File: src/rtl/cgra_cfg_pkg.sv
// Shared types and sizing helpers for the CGRA serial configuration loader.
package cgra_cfg_pkg;

    typedef enum logic [2:0] {
        IDLE,
        LOAD,
        SHIFT,
        DRAIN,
        DONE
    } cfg_state_t;

    localparam int WORD_W = 32;

    // Number of stream words needed to cover a chain of chain_len bits.
    function automatic int cfg_nwords(input int chain_len, input int word_w = WORD_W);
        return (chain_len + word_w - 1) / word_w;
    endfunction

endpackage

File: src/rtl/cfg_shift_word.sv
// One word register that serialises a loaded word MSB-first while collecting
// the returned chain bits at the LSB, so it ends up holding the readback word.
module cfg_shift_word #(
    parameter int WIDTH = 32
) (
    input  logic             clk,
    input  logic             rst,
    input  logic             load,
    input  logic             shift,
    input  logic [WIDTH-1:0] load_data,
    input  logic             ser_in,
    output logic             ser_out,
    output logic [WIDTH-1:0] shift_next
);

    logic [WIDTH-1:0] q;

    assign ser_out    = q[WIDTH-1];
    assign shift_next = {q[WIDTH-2:0], ser_in};

    // NOTE: sequential state uses non-blocking assignments so every register
    // samples the pre-edge values of the others, independent of block order.
    always_ff @(posedge clk) begin
        if (rst) begin
            q <= '0;
        end else if (load) begin
            q <= load_data;
        end else if (shift) begin
            q <= shift_next;
        end
    end

endmodule

File: src/rtl/cgra_config_loader.sv
// Streams configuration words bit-serially into the CGRA config chain and
// returns the displaced chain contents as a readback word stream.
module cgra_config_loader #(
    parameter int CHAIN_LEN = 184,
    parameter int WORD_W    = cgra_cfg_pkg::WORD_W
) (
    input  logic              Config_Clock,
    input  logic              Config_Reset,
    input  logic              start,
    output logic              busy,
    output logic              done,
    input  logic [WORD_W-1:0] s_data,
    input  logic              s_valid,
    output logic              s_ready,
    output logic              cfg_bit,
    output logic              cfg_shift_en,
    input  logic              cfg_return,
    output logic [WORD_W-1:0] rb_data,
    output logic              rb_valid,
    input  logic              rb_ready
);

    import cgra_cfg_pkg::*;

    localparam int NWORDS = cfg_nwords(CHAIN_LEN, WORD_W);
    localparam int BCNT_W = $clog2(WORD_W);
    localparam int WCNT_W = (NWORDS > 1) ? $clog2(NWORDS) : 1;
    localparam logic [BCNT_W-1:0] BIT_LAST  = BCNT_W'(WORD_W - 1);
    localparam logic [WCNT_W-1:0] WORD_LAST = WCNT_W'(NWORDS - 1);

    cfg_state_t        state;
    cfg_state_t        state_next;
    logic [BCNT_W-1:0] bit_cnt;
    logic [WCNT_W-1:0] word_cnt;
    logic              rb_free;
    logic              rb_fire;
    logic              s_fire;
    logic              last_bit;
    logic              sr_msb;
    logic [WORD_W-1:0] sr_next;

    // The readback slot must be free before a new word starts shifting, so a
    // stalled consumer holds the loader in LOAD rather than breaking a word.
    assign rb_free  = !rb_valid || rb_ready;
    assign rb_fire  = rb_valid && rb_ready;
    assign s_fire   = s_valid && s_ready;
    assign last_bit = (bit_cnt == BIT_LAST);
    assign cfg_bit  = cfg_shift_en && sr_msb;

    // NOTE: every always_comb output gets a default first so no path leaves
    // it unassigned, which would otherwise infer a latch.
    always_comb begin
        state_next   = state;
        busy         = 1'b1;
        done         = 1'b0;
        s_ready      = 1'b0;
        cfg_shift_en = 1'b0;
        case (state)
            IDLE: begin
                busy = 1'b0;
                if (start) state_next = LOAD;
            end
            LOAD: begin
                s_ready = rb_free;
                if (s_valid && rb_free) state_next = SHIFT;
            end
            SHIFT: begin
                cfg_shift_en = 1'b1;
                if (last_bit) state_next = (word_cnt == WORD_LAST) ? DRAIN : LOAD;
            end
            DRAIN: begin
                if (rb_fire) state_next = DONE;
            end
            DONE: begin
                done       = 1'b1;
                state_next = IDLE;
            end
            default: state_next = IDLE;
        endcase
    end

    always_ff @(posedge Config_Clock) begin
        if (Config_Reset) begin
            state <= IDLE;
        end else begin
            state <= state_next;
        end
    end

    always_ff @(posedge Config_Clock) begin
        if (Config_Reset) begin
            bit_cnt  <= '0;
            word_cnt <= '0;
        end else if (state == IDLE && start) begin
            bit_cnt  <= '0;
            word_cnt <= '0;
        end else if (cfg_shift_en) begin
            bit_cnt <= last_bit ? '0 : bit_cnt + 1'b1;
            if (last_bit) word_cnt <= word_cnt + 1'b1;
        end
    end

    // The final shift's returned bit is folded in directly from shift_next.
    always_ff @(posedge Config_Clock) begin
        if (Config_Reset) begin
            rb_valid <= 1'b0;
            rb_data  <= '0;
        end else begin
            if (rb_fire) rb_valid <= 1'b0;
            if (cfg_shift_en && last_bit) begin
                rb_valid <= 1'b1;
                rb_data  <= sr_next;
            end
        end
    end

    cfg_shift_word #(
        .WIDTH(WORD_W)
    ) u_shift_word (
        .clk       (Config_Clock),
        .rst       (Config_Reset),
        .load      (s_fire),
        .shift     (cfg_shift_en),
        .load_data (s_data),
        .ser_in    (cfg_return),
        .ser_out   (sr_msb),
        .shift_next(sr_next)
    );

endmodule
File: config.mk
export PLATFORM = sky130hd
export DESIGN_NAME = cgra_config_loader
export DESIGN_NICKNAME = d
export VERILOG_FILES = /design/src/rtl/cgra_cfg_pkg.sv /design/src/rtl/cfg_shift_word.sv /design/src/rtl/cgra_config_loader.sv
export SDC_FILE = /design/constraint.sdc
export NUM_CORES = 1
export LEC_CHECK = 0
export CORE_UTILIZATION = 35
export DETAILED_ROUTE_END_ITERATION = 16
export SYNTH_ARGS = -nofsm -noshare
export SYNTH_HDL_FRONTEND = slang
export SYNTH_SLANG_ARGS = --single-unit
File: constraint.sdc
create_clock -name Config_Clock -period 2.41 [get_ports Config_Clock]
set_input_delay 0.482 -clock Config_Clock [delete_from_list [all_inputs] [get_ports Config_Clock]]
set_output_delay 0.482 -clock Config_Clock [all_outputs]
set_load 0.02 [all_outputs]
==> results of run 1 <==
==> area by class of cell <==
class | instances | area [sq um]
clock buffers | 10 | 138
clock inverters | 6 | 63.8
fillers | 814 | 4200
inverters | 3 | 11.3
multi-input cells | 250 | 1340
flip-flops and latches | 76 | 1520
well taps | 105 | 131
repair buffers | 85 | 853
==> routing by layer <==
layer  GRT usage [%]  vias to the layer above  routed length (um)
li1                -                     1368                   -
met1            21.8                     1266                3400
met2            28.6                       85                3470
met3            5.56                        4                 464
met4            4.62                        0                  62
met5               0                        -                   0
==> cell families (layout without fill, tap and decap cells) <==
family	count (synthesis)	count (layout)
simple gates	129	129
compound gates	113	113
flops	76	76
buf+inv	31	104
fa+ha+maj	5	5
xor+xnor	2	2
mux	1	1
==> synth_stat cells (2+ instances only) <==
cell type,count,share of area [%]
nor3_1,2,0.33
and2b_1,2,0.50
a22oi_1,32,8.0
a21oi_1,72,12
dfxtp_1,76,51
ha_1,5,2.1
buf_2,7,1.2
inv_1,2,0.25
clkbuf_1,13,1.6
nor2_1,8,1.0
buf_1,2,0.25
o21ai_0,3,0.50
or4_1,2,0.50
buf_4,5,1.3
nand2_1,101,13
and3_1,2,0.42
==> timing repair <==
action	4_1_cts	5_1_grt
pin swaps	0	0
endpoints found under the setup margin	2	3
gates resized for setup	1	3
gates cloned	0	0
==> final timing paths <==
| check | cells after the start | startpoint | endpoint | slack [ns] |
|---|---|---|---|---|
| min | 2 | u_shift_word.q[31] | u_shift_word.q[31] | 0.45 |
| min reg2reg | 2 | u_shift_word.q[31] | u_shift_word.q[31] | 0.45 |
| max reg2reg | 6 | state[1] | rb_data[28] | 0.26 |
| max | 6 | state[1] | rb_data[28] | 0.26 |
==> metrics by stage <==
step	cells	area, sq um	util (%)	hold slack (ns)	setup slack, ns
global placement	519	3840	46.5	0.439	0.154
CTS	535	4050	49.0	0.453	0.000408
global route	535	4050	49.1	0.479	0.0350
detailed placement	519	3840	46.5	0.442	0.132
finish	535	4050	49.1	0.451	0.259
floorplan	357	2990	-	0.432	0.399
==> critical path, stage by stage (launching register included) <==
cell,delay [ns]
dfxtp_1,0.33
or3b_4,0.44
inv_2,0.09
buf_4,0.35
nand2_2,0.51
nand2_1,0.20
a21oi_1,0.08
==> cells in the final DEF, fill, tap and decap left out, drive strengths merged, types with 2 or more instances in the layout <==
cell	Yosys	final
nand2	102	102
dfxtp	76	76
a21oi	72	72
clkdlybuf4s50	0	71
a22oi	32	32
buf	15	11
clkbuf	13	10
nor2	8	8
ha	5	5
o21ai	3	3
dlymetal6s2s	0	3
inv	3	3
clkinv	0	3
and2b	2	2
and3	2	2
or4	2	2
nor3	2	2
clkinvlp	0	2
==> sequential cells by signal (all words and copies together), names as in the netlist <==
signal / flops
rb_data: 32
u_shift_word.q: 32
bit_cnt: 5
state: 3
word_cnt: 3
rb_valid: 1
==> power groups by stage <==
stage          Sequential (mW)  Combinational [mW]  Clock, mW
6_report                  1.31               0.259      0.980
5_1_grt                   1.31               0.283       1.07
4_1_cts                   1.31               0.262       1.01
3_5_place_dp              1.34               0.260          0
3_3_place_gp              1.34               0.258          0
2_1_floorplan             1.34               0.140          0
==> flow_summary.toml, run 1 <==
[synthesis]
synth_ff_type = "dfxtp_1"
synthesis.nets = 400
yosys_warnings = 0
yosysSeqAreaShare_pct = 50.9
synth-xor-area-share_pct = 0.586
syn_area_per_cell_sq_um = 8.38
synth_adder_area_share_pct = 2.09
synthArstFlopShare_pct = 0
synth_area_sq_um = 2990
synth_edf_count = 0
synth_top_family_by_area = "compound AO/OA/AOI/OAI gates"
synthMuxAreaShare_pct = 0.377
synth-simple-area-share_pct = 18.6
ys_ff_latch = 76
syn_inst = 357
yosys.cell_types.count = 39
synth_compound_area_share_pct = 22.4

[critical_path]
crit_path_start_kind = "register"
crit_path_end_kind = "register"
cp.required_ns = 2.62
cp.arrival_ns = 2.36
crit_fanout = 36
path_class = "reg2reg"

[timing]
setup_viol = 0
tightestPinTransition_ns = 0.739
relSlewSlack_pct = 49.5
drv_slew = 0
post-route-min-period_ns = 2.15
final.setup_skew_ns = 0.00953
fin_tns_setup_ns = 0
fmax_mhz = 465
timing.final.crit_share_pct = 89.3
rsz0062_at_grt = "false"
hold_viol_final = 0

[die]
initial_core_util_pct = 36.2
coreArea_sq_um = 8260
io_pins = 76
die_w_um = 94.4
die-area_sq_um = 8920
die_y_um = 94.4
rows = 33

[cts]
postCtsSetupRepairBufs = 0
cts_tree = "yes"
cts_buffer_depth = 2
htree_levels = 3
clkLatencyLatePin_ns = 0.35
holdBufCountCts = 0
cts_root_buf = "clkbuf_8"
clock_sinks = 76
cts_inserted_buffers = 9
clk_pin_slew_ns = 0.08

[drt]
ant_nets = 0
avgViaCountPerCell = 5.09
first_pass_iters = 4
dr_total_vias = 2723
routed_wl_um = 7400
remaining_drc_errors = 0
drt-wirelength-per-cell_um = 13.8
drt_iter0_markers = 153

[placed_design]
port_buffers = 75
gp_congestion = 0.755
hpwl_um = 4640

[power]
p_leak_nw = 1.41
seqPwrFrac_pct = 51.4
swShare_pct = 24.9
power.density_nw_per_um2 = 629
comb_power_share_pct = 10.2
power_frac_clock_pct = 38.4
fin_total_pwr_mw = 2.55
p_int_mw = 1.91
power.switching_uw = 635
ir_drop_mv = 0.426

[min_path]
hp-class = "reg2reg"

[global_route]
antenna_found_initial = 0
grt_pass1_wl_um = 11900
grt_max_degree = 51
overflow = 0
grt_pass1_vias = 2480
grt_util_all_layers_pct = 17.4

[final_layout]
drive_gt1_share_pct = 7.67
antennaDiodeCount = 0
area_delta_synth_final_pct = 35.6
nets = 468

[run]
timing.max_cap.violations = 0

[outcome]
run_status = "completed"
Note: power is estimated with default switching activity, not from simulation.
==> inputs of run 2 (changes only) <==
--- a/config.mk
+++ b/config.mk
@@ -7,6 +7,7 @@
 export LEC_CHECK = 0
 export CORE_UTILIZATION = 35
 export DETAILED_ROUTE_END_ITERATION = 16
+export GPL_TIMING_DRIVEN = 0
 export SYNTH_ARGS = -nofsm -noshare
 export SYNTH_HDL_FRONTEND = slang
 export SYNTH_SLANG_ARGS = --single-unit
==> run 2 against run 1 <==
- fmax is 7.7% lower
- sequential cell count is the same
- final area up 1.4%
- cell count grew 2.8%
- largest cell class unchanged
==> flow_summary.toml, run 2 (synthesized netlist as in run 1, its figures left out) <==
[outcome]
run_status = "completed"

[timing]
tightestPinTransition_ns = 0.541
timing.final.crit_share_pct = 96.8
setup_viol = 0
fmax_mhz = 429
rsz0062_at_grt = "false"
relSlewSlack_pct = 64.0
post-route-min-period_ns = 2.33
drv_slew = 0
final.setup_skew_ns = 0.00753
fin_tns_setup_ns = 0
hold_viol_final = 0

[critical_path]
crit_path_start_kind = "register"
worst-path-buf-inv = 5
max_stage_delay_ns = 0.36
cp.required_ns = 1.93
cpMaxStageDelayCell = "or3b_1"
critPathTopFamily = "buffers and inverters"
crit_chain = "buf_4 -> or3b_1 -> buf_6 -> inv_2 -> buf_12 -> clkdlybuf4s15_1"
crit_path_end_kind = "output pin"
crit_fanout = 19
path_class = "reg2out"
cp.arrival_ns = 1.85

[die]
initial_core_util_pct = 36.2
die_y_um = 94.4
die-area_sq_um = 8920
rows = 33
die_w_um = 94.4
coreArea_sq_um = 8260
io_pins = 76

[global_route]
grt_util_all_layers_pct = 18.0
grt_pass1_vias = 2579
overflow = 0
antenna_found_initial = 0
grt_pass1_wl_um = 12400
grt_max_degree = 20

[placed_design]
placed_area_sq_um = 3860
place_inst = 536
hpwl_um = 5350
gp_congestion = 0.776
port_buffers = 74

[final_layout]
final_cell_mix = "nand2_1, dfxtp_1, a21oi_1"
reg.largest.list = "rb_data: 32 flops, u_shift_word.q: 32 flops, bit_cnt: 5 flops"
final_core_util_pct = 49.8
layout.cells.non_filler = 550
final_common_cell = "nand2_1"
nFillCells = 831
area_delta_synth_final_pct = 37.4
drive_gt1_share_pct = 7.87
multi_input_area_sq_um = 1320
antennaDiodeCount = 0
nets = 484
final_cell_area_sq_um = 4110
regArea_sq_um = 1520

[cts]
postCtsSetupRepairBufs = 0
holdBufCountCts = 0
clock_sinks = 76
cts_tree = "yes"
cts_root_buf = "clkbuf_8"
htree_levels = 3
cts_buffer_depth = 2
clkLatencyLatePin_ns = 0.34
clk_pin_slew_ns = 0.07
cts_inserted_buffers = 9

[power]
fin_total_pwr_mw = 2.73
ir_drop_mv = 0.297
power.density_nw_per_um2 = 665
p_leak_nw = 1.41

[min_path]
hp-class = "reg2reg"

[drt]
routed_wl_um = 7660
dr_total_vias = 2764
ant_nets = 0
remaining_drc_errors = 0
drt-wirelength-per-cell_um = 13.9
drt_iter0_markers = 86
first_pass_iters = 5
avgViaCountPerCell = 5.03

[run]
timing.max_cap.violations = 0
run 2: final cells by class:
cell class / instances / area share (%)
clock inverters: 5 / 2.44
inverters: 3 / 0.274
well taps: 105 / 3.20
repair buffers: 74 / 18.0
plain buffers: 27 / 3.62
flip-flops and latches: 76 / 37.0
multi-input cells: 250 / 32.1
clock buffers: 10 / 3.35
run 2: timing repair:
item                       CTS  global route
pin swaps                    0             0
gates resized for setup      8             8
setup endpoints to repair    2            34
run 2: routing by layer:
layer | up-vias | GRT usage, % | part of all wire, %
li1 | 1396 | - | -
met4 | 0 | 7.69 | 1.6
met2 | 64 | 27.2 | 47
met3 | 10 | 3.70 | 5.4
met5 | - | 0 | 0
met1 | 1294 | 24.8 | 46
run 2: tightest hold or removal path: stages (launching register included):
cell and delay, ns:
dfxtp_1 0.31, nand2_1 0.05, a21oi_1 0.05
run 2: metrics by stage:
stage / hold WS (ns) / setup WS, ns
detailed placement: 0.449 / -0.208
finish: 0.455 / 0.0782
global route: 0.476 / 0.00701
floorplan: 0.432 / 0.399
global placement: 0.440 / -0.226
CTS: 0.460 / 0.0235
run 2: where the power goes:
group / switching [mW] / internal, mW
sequential: 0.0260 / 1.29
combinational: 0.136 / 0.120
clock: 0.455 / 0.707
run 2: worst paths after layout:
path,startpoint,cells after the start,slack (ns),endpoint
setup / recovery,state[1],6,0.08,cfg_shift_en
hold / removal,rb_data[1],2,0.45,rb_data[1]
setup reg to reg,bit_cnt[0],8,0.33,rb_data[2]
hold reg to reg,rb_data[1],2,0.45,rb_data[1]
